`src/rtl/mux_scan_pkg.sv`:
```
// Shared types and constants for the mux select-line sequencer.
// Channel count, select width, FSM states and frame type.
package mux_scan_pkg;
  localparam int NUM_CH = 4;
  localparam int SEL_W  = 2;

  typedef enum logic [1:0] {
    IDLE,
    SETTLE,
    HOLD
  } scan_state_t;

  typedef logic [NUM_CH-1:0] frame_t;
endpackage

```
`src/rtl/dwell_counter.sv`:
```
// Settle-time counter: counts enabled cycles on one channel.
// Ports: clk, rst_n, i_clear, i_enable in; o_done when count == DWELL_CYCLES-1.
module dwell_counter #(
  parameter int DWELL_CYCLES = 4
) (
  input  logic clk,
  input  logic rst_n,
  input  logic i_clear,
  input  logic i_enable,
  output logic o_done
);
  localparam int CW = $clog2(DWELL_CYCLES + 1);
  localparam logic [CW-1:0] LAST = CW'(DWELL_CYCLES - 1);

  logic [CW-1:0] r_cnt;

  // Clear wins over enable; the count parks at LAST rather than wrapping.
  always_ff @(posedge clk or negedge rst_n) begin
    if (!rst_n) begin
      r_cnt <= '0;
    end else if (i_clear) begin
      r_cnt <= '0;
    end else if (i_enable && (r_cnt != LAST)) begin
      r_cnt <= r_cnt + 1'b1;
    end
  end

  assign o_done = (r_cnt == LAST);
endmodule

```
`src/rtl/mux_scan_ctrl.sv`:
```
// Drives a 4:1 mux select, samples its output per channel, and
// hands the packed 4-bit frame downstream over valid/ready.
// Ports: clk, rst_n, start, mode_single, ch_sel, y_in, frame_ready in;
// s_out, frame_data, frame_valid, busy out.
// MUX_SCAN_PARITY_EN adds frame_parity (XOR of frame_data).
module mux_scan_ctrl
  import mux_scan_pkg::*;
#(
  parameter int DWELL_CYCLES = 4
) (
  input  logic             clk,
  input  logic             rst_n,
  input  logic             start,
  input  logic             mode_single,
  input  logic [SEL_W-1:0] ch_sel,
  output logic [SEL_W-1:0] s_out,
  input  logic             y_in,
  output frame_t           frame_data,
  output logic             frame_valid,
  input  logic             frame_ready,
  output logic             busy
`ifdef MUX_SCAN_PARITY_EN
  ,
  output logic             frame_parity
`endif
);
  scan_state_t      r_state;
  scan_state_t      w_state_nxt;
  logic [SEL_W-1:0] r_s;
  logic [SEL_W-1:0] r_ch;
  logic             r_mode;
  frame_t           r_frame;
  frame_t           w_frame_smp;
  logic             r_valid;
  logic             w_clr;
  logic             w_en;
  logic             w_done;
  logic             w_last;

  dwell_counter #(
    .DWELL_CYCLES(DWELL_CYCLES)
  ) u_dwell (
    .clk     (clk),
    .rst_n   (rst_n),
    .i_clear (w_clr),
    .i_enable(w_en),
    .o_done  (w_done)
  );

  // Last channel: the latched one in single mode, else channel 3.
  assign w_last = r_mode ? (r_s == r_ch)
                         : (r_s == SEL_W'(NUM_CH - 1));

  always_comb begin
    w_frame_smp       = r_frame;
    w_frame_smp[r_s]  = y_in;
  end

  always_comb begin
    w_state_nxt = r_state;
    w_clr       = 1'b0;
    w_en        = 1'b0;
    unique case (r_state)
      IDLE: begin
        if (start) begin
          w_state_nxt = SETTLE;
          w_clr       = 1'b1;
        end
      end
      SETTLE: begin
        w_en = 1'b1;
        if (w_done) begin
          if (w_last) w_state_nxt = HOLD;
          else        w_clr       = 1'b1;
        end
      end
      HOLD: begin
        if (frame_ready) w_state_nxt = IDLE;
      end
      default: w_state_nxt = IDLE;
    endcase
  end

  always_ff @(posedge clk or negedge rst_n) begin
    if (!rst_n) r_state <= IDLE;
    else        r_state <= w_state_nxt;
  end

  always_ff @(posedge clk or negedge rst_n) begin
    if (!rst_n) begin
      r_s     <= '0;
      r_ch    <= '0;
      r_mode  <= 1'b0;
      r_frame <= '0;
      r_valid <= 1'b0;
    end else if (r_state == IDLE) begin
      if (start) begin
        r_mode  <= mode_single;
        r_ch    <= ch_sel;
        r_frame <= '0;
        r_s     <= mode_single ? ch_sel : '0;
      end
    end else if (r_state == SETTLE) begin
      if (w_done) begin
        r_frame <= w_frame_smp;
        if (w_last) r_valid <= 1'b1;
        else        r_s     <= r_s + SEL_W'(1);
      end
    end else if (r_state == HOLD) begin
      if (frame_ready) r_valid <= 1'b0;
    end
  end

`ifdef MUX_SCAN_PARITY_EN
  logic r_par;

  // Computed from the completed frame as HOLD is entered.
  always_ff @(posedge clk or negedge rst_n) begin
    if (!rst_n) begin
      r_par <= 1'b0;
    end else if ((r_state == IDLE) && start) begin
      r_par <= 1'b0;
    end else if ((r_state == SETTLE) && w_done && w_last) begin
      r_par <= ^w_frame_smp;
    end
  end

  assign frame_parity = r_par;
`endif

  assign s_out       = r_s;
  assign frame_data  = r_frame;
  assign frame_valid = r_valid;
  assign busy        = (r_state == SETTLE) || (r_state == HOLD);
endmodule

```
`config.mk`:
```
export PLATFORM = sky130hd
export DESIGN_NAME = mux_scan_ctrl
export DESIGN_NICKNAME = d
export VERILOG_FILES = /design/src/rtl/mux_scan_pkg.sv /design/src/rtl/dwell_counter.sv /design/src/rtl/mux_scan_ctrl.sv
export SDC_FILE = /design/constraint.sdc
export NUM_CORES = 1
export LEC_CHECK = 0
export ABC_AREA = 1
export BUFFER_PORTS_ARGS = -buffer_cell sky130_fd_sc_hd__buf_2
export CAP_MARGIN = 20
export CORE_MARGIN = 3
export CORE_UTILIZATION = 44
export CTS_CLUSTER_SIZE = 40
export DETAILED_ROUTE_END_ITERATION = 10
export GPL_TIMING_DRIVEN = 0
export PLACE_DENSITY_LB_ADDON = 0.2
export SLEW_MARGIN = 20
export SYNTH_ARGS = -nofsm -noshare
export SYNTH_HDL_FRONTEND = slang
export SYNTH_SLANG_ARGS = --single-unit
```
`constraint.sdc`:
```
create_clock -name clk -period 1.5 [get_ports clk]
set_clock_uncertainty 0.15 [all_clocks]
set_input_delay 0.075 -clock clk [delete_from_list [all_inputs] [get_ports clk]]
set_output_delay 0.075 -clock clk [all_outputs]
set_load 0.03 [all_outputs]
```
==> summary.md, run 1 <==
| Metric | Value |
|---|---|
| DR vias | 848 |
| P_leak | 0.000668 uW |
| Chip height | 50.7 um |
| VDD IR max | 0.00117 V |
| Initial Utilization | 48.7% |
| Number of synthesized flops with an enable pin | 0 |
| Most frequent cell after synthesis | nand2_1 |
| Main combinational cell family by area after synthesis | simple AND/OR/NAND/NOR gates |
| Maximum clock rate | 670 MHz |
| NetSw | 1260 uW |
| Layout area overhead | 42.9% |
| Vias in the first global route | 811 |
| Synth Area in XOR/XNOR | 0% |
| Setup ws final | 0.00819 ns |
| CTS tree | done |
| Hold Violations, Final | 0 |
| Normalized max-slew margin | 77.7% |
| RSZ-0062 raised after global routing | true |
| Post-synth top area share | 42.7% |
| Final net count | 165 |
| Main area contributors after synthesis | dfrtp_1 (43%), nand2_1 (14%), ha_1 (13%) |
| Synth warn | 0 |
| Post-synthesis adder-cell area fraction | 12.8% |
| Post-synthesis mux area share | 0% |
| Largest net degree at the start of global routing | 16 |
| Hold_ws | 0.0615 ns |
| Die area | 2570 um2 |
| Sequential area share after synthesis | 42.7% |
| Die Wd | 50.7 um |
| Synth Area in Simple Gates | 27.6% |
| Critical Path RT | 1.52 ns |
| I/O Buffers | 15 |
| Internal reg-to-reg setup slack | 0.008 ns |
| Crit path DAT | 1.51 ns |
| Logic pwr share | 64.5% |
| Drt first pass iters | 4 |
| Most instantiated cells after synthesis | nand2_1 (33), dfrtp_1 (15), inv_1 (15), ha_1 (9), nor2_1 (6) |
| Core Footprint | 1800 um2 |
| Final core utilization | 69.7% |
| Actual slew at the worst max-slew pin | 0.334 ns |
| Filler cell count in the final layout | 138 |
| Worst-path fanout max | 5 |
| Gr usage total | 17.1% |
| Iter 0 DRT Violations | 5 |
| CP Capture Type | flip-flop |
| Clk network pwr share | 8.7% |
| Via-to-Cell Ratio | 4.93 |
| Post-route cell area | 1250 um2 |
| Clock buffer depth | 2 |
| Final wirelength | 2090 um |
| IO Pins | 16 |
| Avg WL per Cell | 12.2 um |
| Pre-CTS setup slack | -0.128 ns |
| Root Buffer | clkbuf_4 |
| Reg power frac | 26.8% |
| Post-synth top flop | dfrtp_1 |
| Int Pwr | 1350 uW |
| Slew Viols, Final | 0 |
| GR Overflow Total | 0 |
| Clock-pin slew on the worst setup and hold paths | 0.09 ns |
| Fraction of layout cells with a size suffix above 1 | 36.7% |
| Unique masters post-synth | 16 |
| Min cycle time layout | 1.49 ns |
| Yosys reg bits | 15 |
| Ys async rst share | 100% |
| H-Tree Depth | 1 |
| # setup viols final | 0 |
| Final Cycle Share | 99.5% |
| HP Class | in2async |
| Dpl hpwl | 1320 um |
| Startpoint types | flip-flop |
| Worst-skew pair later-pin latency | 0.28 ns |
| Outcome | completed |
| Synth Area per Inst | 7.84 um2 |
| Post-route antenna net violation count | 0 |
| Post-synthesis instance total | 112 |
| Cts bufs inserted | 3 |
| GPL Wtd Cong | 0.777 |
| Clock Sinks | 15 |
| DRC viols | 0 |
| Synth Cell Area | 878 um2 |
| Pwr Density | 2080 nW/um2 |
| Yosys top cell by area | dfrtp_1 |
| Area after DPL | 985 um2 |
| Crit path kind | reg2reg |
| # rows | 15 |
| Max cap viols | 0 |
| Post-synth net total | 129 |
| First-pass GRT wire length | 3370 um |
| Antenna violations before repair | 0 |
| ANT cells | 0 |
| Net Sw Frac | 48.2% |
| Compound-Gate Fraction of Synth Area | 8.26% |
==> layer usage <==
| metal | share of wire, % | track usage [%] | vias up |
|---|---|---|---|
| li1 | - | - | 434 |
| met1 | 41 | 20.3 | 389 |
| met2 | 53 | 29.6 | 19 |
| met3 | 3.9 | 4.45 | 6 |
| met4 | 1.7 | 6.28 | 0 |
| met5 | 0 | 0 | - |
==> layout make-up <==
class / instances / area (um2) / area share [%]
sequential: 15 / 377 / 30.0
buffer: 1 / 15.0 / 1.20
multi-input combinational: 79 / 527 / 42.0
timing repair buffer: 30 / 204 / 16.3
clock buffer: 4 / 26.3 / 2.09
tap: 25 / 31.3 / 2.49
inverter: 18 / 75.1 / 5.98
==> what timing repair did <==
action / in CTS / in global routing
setup endpoints to repair: 11 / 12
pin swaps: 2 / 7
hold endpoints to repair: 22 / 0
gates resized for setup: 15 / 18
hold buffers: 5 / 0
cloned: 1 / 0
setup buffers: 4 / 6
==> worst max-delay path, cell delays in order (launching register included) <==
cell and delay, ns:
dfrtp_1 0.41, buf_6 0.14, ha_4 0.18, inv_4 0.07, nor2_4 0.03, inv_2 0.08
o211a_1 0.14, nand2_1 0.06, nand2_1 0.06, o21ai_1 0.06
==> stage by stage <==
stage               cells  power [uW]  setup TNS, ns
floorplan             112        1600              0
global placement      152        1850         -0.509
detailed placement    152        1890         -0.846
CTS                   166        2320              0
global route          172        2840         -0.477
finish                172        2610              0
==> cell families after synthesis <==
family,count (synthesis)
and+or+nand+nor,56
buffers and inverters,19
DFF,15
AOI/OAI and AO/OA,13
adders and majority gates,9
==> final timing paths <==
| check | startpoint | to | depth (start not counted) |
|---|---|---|---|
| max reg2reg | r_state[0] | frame_valid | 9 |
| min | rst_n | frame_data[2] | 2 |
| max | r_state[0] | frame_valid | 9 |
| min reg2reg | frame_valid | frame_valid | 2 |
| min in group clk | frame_ready | frame_valid | 5 |
| max in group asynchronous | rst_n | s_out[0] | 2 |
==> power by group through the flow <==
stage	clock network (uW)	registers [uW]	logic, uW
6_report	226	700	1680
2_1_floorplan	0	832	766
3_5_place_dp	0	701	1190
3_3_place_gp	0	693	1160
4_1_cts	235	690	1400
5_1_grt	263	721	1850
==> sequential cells by signal (all words and copies together) (netlist names) <==
name           flops
r_mode             1
frame_data         4
r_state            2
frame_valid        1
u_dwell.r_cnt      3
r_ch               2
s_out              2
==> cell usage in the layout (no fill, tap or decap), drive strengths merged <==
master / n
nand4: 5
o22ai: 2
o21ai: 6
dlygate4sd3: 5
dfrtp: 15
nor3: 4
o211a: 1
nor2: 6
inv: 18
nand2: 38
ha: 9
buf: 26
clkbuf: 4
nand3: 4
a21oi: 4
Power figures use the tool's default switching activity.
==> run 2: changes to the inputs <==
- PLACE_DENSITY: not set -> 0.68
- PLACE_DENSITY_LB_ADDON: 0.2 -> not set
==> run 2 against run 1 <==
Compared with the run above:
- utilization fell by 2.8 points
- register-to-register slack about the same
- flip-flop and latch count is the same
- non-clock buffer count shrank 2
- power fell by 5.0%
- largest cell class unchanged
==> summary.md, run 2 (synthesized netlist as in run 1, its figures left out) <==
| Metric | Value |
|---|---|
| Final wirelength | 1970 um (-5.6%) |
| Internal reg-to-reg setup slack | 0.004 ns (about the same) |
| Dpl hpwl | 1270 um (-3.1%) |
| PnR Total Power | 2480 uW (-5.0%) |
| Critical path capture point | u_dwell.r_cnt[0] |
| Final core utilization | 66.8% (-2.8 points) |
| Slew Viols, Final | 0 (unchanged) |
| Maximum clock rate | 668 MHz (-0.28%) |
| Crit path kind | reg2reg |
| End of the worst register-to-register path | u_dwell.r_cnt[0] |
| Root Buffer | clkbuf_4 |
| IO Pins | 16 (unchanged) |
| Most common cell after layout, fill and taps aside | nand2_1 |
| Hold Violations, Final | 0 (unchanged) |
| H-Tree Depth | 1 (unchanged) |
| Clock Sinks | 15 (unchanged) |
| Actual slew at the worst max-slew pin | 0.332 ns (-0.00228 ns) |
| Min cycle time layout | 1.50 ns (+0.00422 ns) |
| Worst-path fanout max | 5 (unchanged) |
| CP Cell Sequence | ha_2 > ha_4 > nor2_2 > inv_2 > buf_4 > nor2_2 > nand2_1 > nand2_1 |
| Die Wd | 50.7 um (unchanged) |
| Via-to-Cell Ratio | 5.04 (+2.3%) |
| Most frequent cells in the layout | nand2_1 (32), dfrtp_1 (14), buf_2 (14), inv_1 (12), buf_4 (7) |
| Register-to-Register Path Depth | 8 (-1) |
| First-pass GRT wire length | 3210 um (-4.7%) |
| Final Cycle Share | 99.7% (+0.28 points) |
| CP Launch Point | u_dwell.r_cnt[1] |
| VDD IR max | 0.000952 V (-18%) |
| Critical Path Max Stage Delay | 0.39 ns (-0.02 ns) |
| Multi-input gate area | 497 um2 (-5.7%) |
| Normalized max-slew margin | 77.9% (+0.15 points) |
| Outcome | completed |
| Total negative setup slack | 0 ns (unchanged) |
| DRC viols | 0 (unchanged) |
| Post-route antenna net violation count | 0 (unchanged) |
| Avg WL per Cell | 11.6 um (-4.5%) |
| Initial Utilization | 48.7% (unchanged) |
| DR vias | 857 (+1.1%) |
| Slowest CP cell | dfrtp_1 |
| Seq. cell area | 377 um2 (unchanged) |
| Layout area overhead | 37.0% |
| Worst-skew pair later-pin latency | 0.28 ns (about the same) |
| CP Capture Type | flip-flop |
| Final net count | 163 (-1.2%) |
| Clock-pin slew on the worst setup and hold paths | 0.08 ns (about the same) |
| # setup viols final | 0 (unchanged) |
| Iter 0 DRT Violations | 12 (+7) |
| Worst R2R Start | u_dwell.r_cnt[1] |
| Fraction of layout cells with a size suffix above 1 | 33.1% (-3.6 points) |
| Largest net degree at the start of global routing | 16 (unchanged) |
| I/O Buffers | 15 (unchanged) |
| P_leak | 0.000650 uW (-2.7%) |
| GR Overflow Total | 0 (unchanged) |
| Hold_ws | 0.0614 ns (-0.000176 ns) |
| HP Class | in2async |
| Filler cell count in the final layout | 146 (+5.8%) |
| Max reg flops | 4 (unchanged) |
| Clock buffer depth | 2 (unchanged) |
| Startpoint types | flip-flop |
| Max cap viols | 0 (unchanged) |
| Chip height | 50.7 um (unchanged) |
| Core Footprint | 1800 um2 (unchanged) |
| Critical Path RT | 1.57 ns (+0.05 ns) |
| ANT cells | 0 (unchanged) |
| Pwr Density | 2060 nW/um2 (-0.95%) |
| Antenna violations before repair | 0 (unchanged) |
| RSZ-0062 raised after global routing | true |
| Gr usage total | 16.6% (-0.57 points) |
| Drt first pass iters | 4 (unchanged) |
| Die area | 2570 um2 (unchanged) |
| CTS tree | done |
| GPL Wtd Cong | 0.771 (-0.73%) |
| Cts bufs inserted | 3 (unchanged) |
| # rows | 15 (unchanged) |
| Vias in the first global route | 788 (-2.8%) |
| Crit path DAT | 1.57 ns (+0.06 ns) |
run 2: cell types whose count changed in the layout (fill, tap and decap cells not counted), sizes merged:
cell / before / now
buf: 26 / 23
clkbuf: 4 / 5
run 2: power by group:
group,internal (uW),switching (uW)
clock network,103,119
registers,570,122
logic,624,942
run 2: metrics by stage:
stage | setup slack (ns) | area, um2 | std cells
CTS | 0.00268 | 1150 | 166
floorplan | 0.00427 | 878 | 112
detailed placement | -0.124 | 985 | 152
finish | 0.00397 | 1200 | 170
global route | -0.124 | 1200 | 170
global placement | -0.0922 | 985 | 152
run 2: worst max-delay path: cells and delay by family (launching register included):
family	cells	cell delay [ns]
adders and majority gates	2	0.37
buffers and inverters	2	0.20
DFF	1	0.39
and+or+nand+nor	4	0.34
run 2: worst min path at each step:
stage | slack, ns | start | cells past startpoint | end
2_1_floorplan | -0.37 | rst_n | 0 | frame_data[0]
3_3_place_gp | -0.15 | rst_n | 1 | frame_data[3]
3_5_place_dp | -0.16 | rst_n | 1 | frame_data[3]
4_1_cts | 0.05 | frame_ready | 5 | r_state[0]
5_1_grt | 0.09 | rst_n | 2 | frame_data[3]
6_report | 0.06 | rst_n | 2 | frame_data[3]
run 2: area by class of cell:
| class | count | share of cell area, % |
|---|---|---|
| buffer | 1 | 0.936 |
| clock buffer | 4 | 2.18 |
| inverter | 18 | 5.82 |
| multi-input combinational | 79 | 41.3 |
| sequential | 15 | 31.3 |
| tap | 25 | 2.60 |
| timing repair buffer | 28 | 15.9 |
run 2: what timing repair did:
item | CTS | global route
resized for setup | 14 | 8
cloned | 1 | 0
pin swaps | 6 | 2
hold endpoints to repair | 22 | 0
hold buffers | 5 | 0
buffers inserted | 4 | 4
setup endpoints to repair | 11 | 12
run 2: routing by layer:
layer / up-vias / part of all wire [%] / track usage (%)
li1: 424 / - / -
met1: 403 / 44 / 19.0
met2: 25 / 50 / 28.9
met3: 5 / 5.1 / 5.34
met4: 0 / 0.91 / 5.38
met5: - / 0 / 0
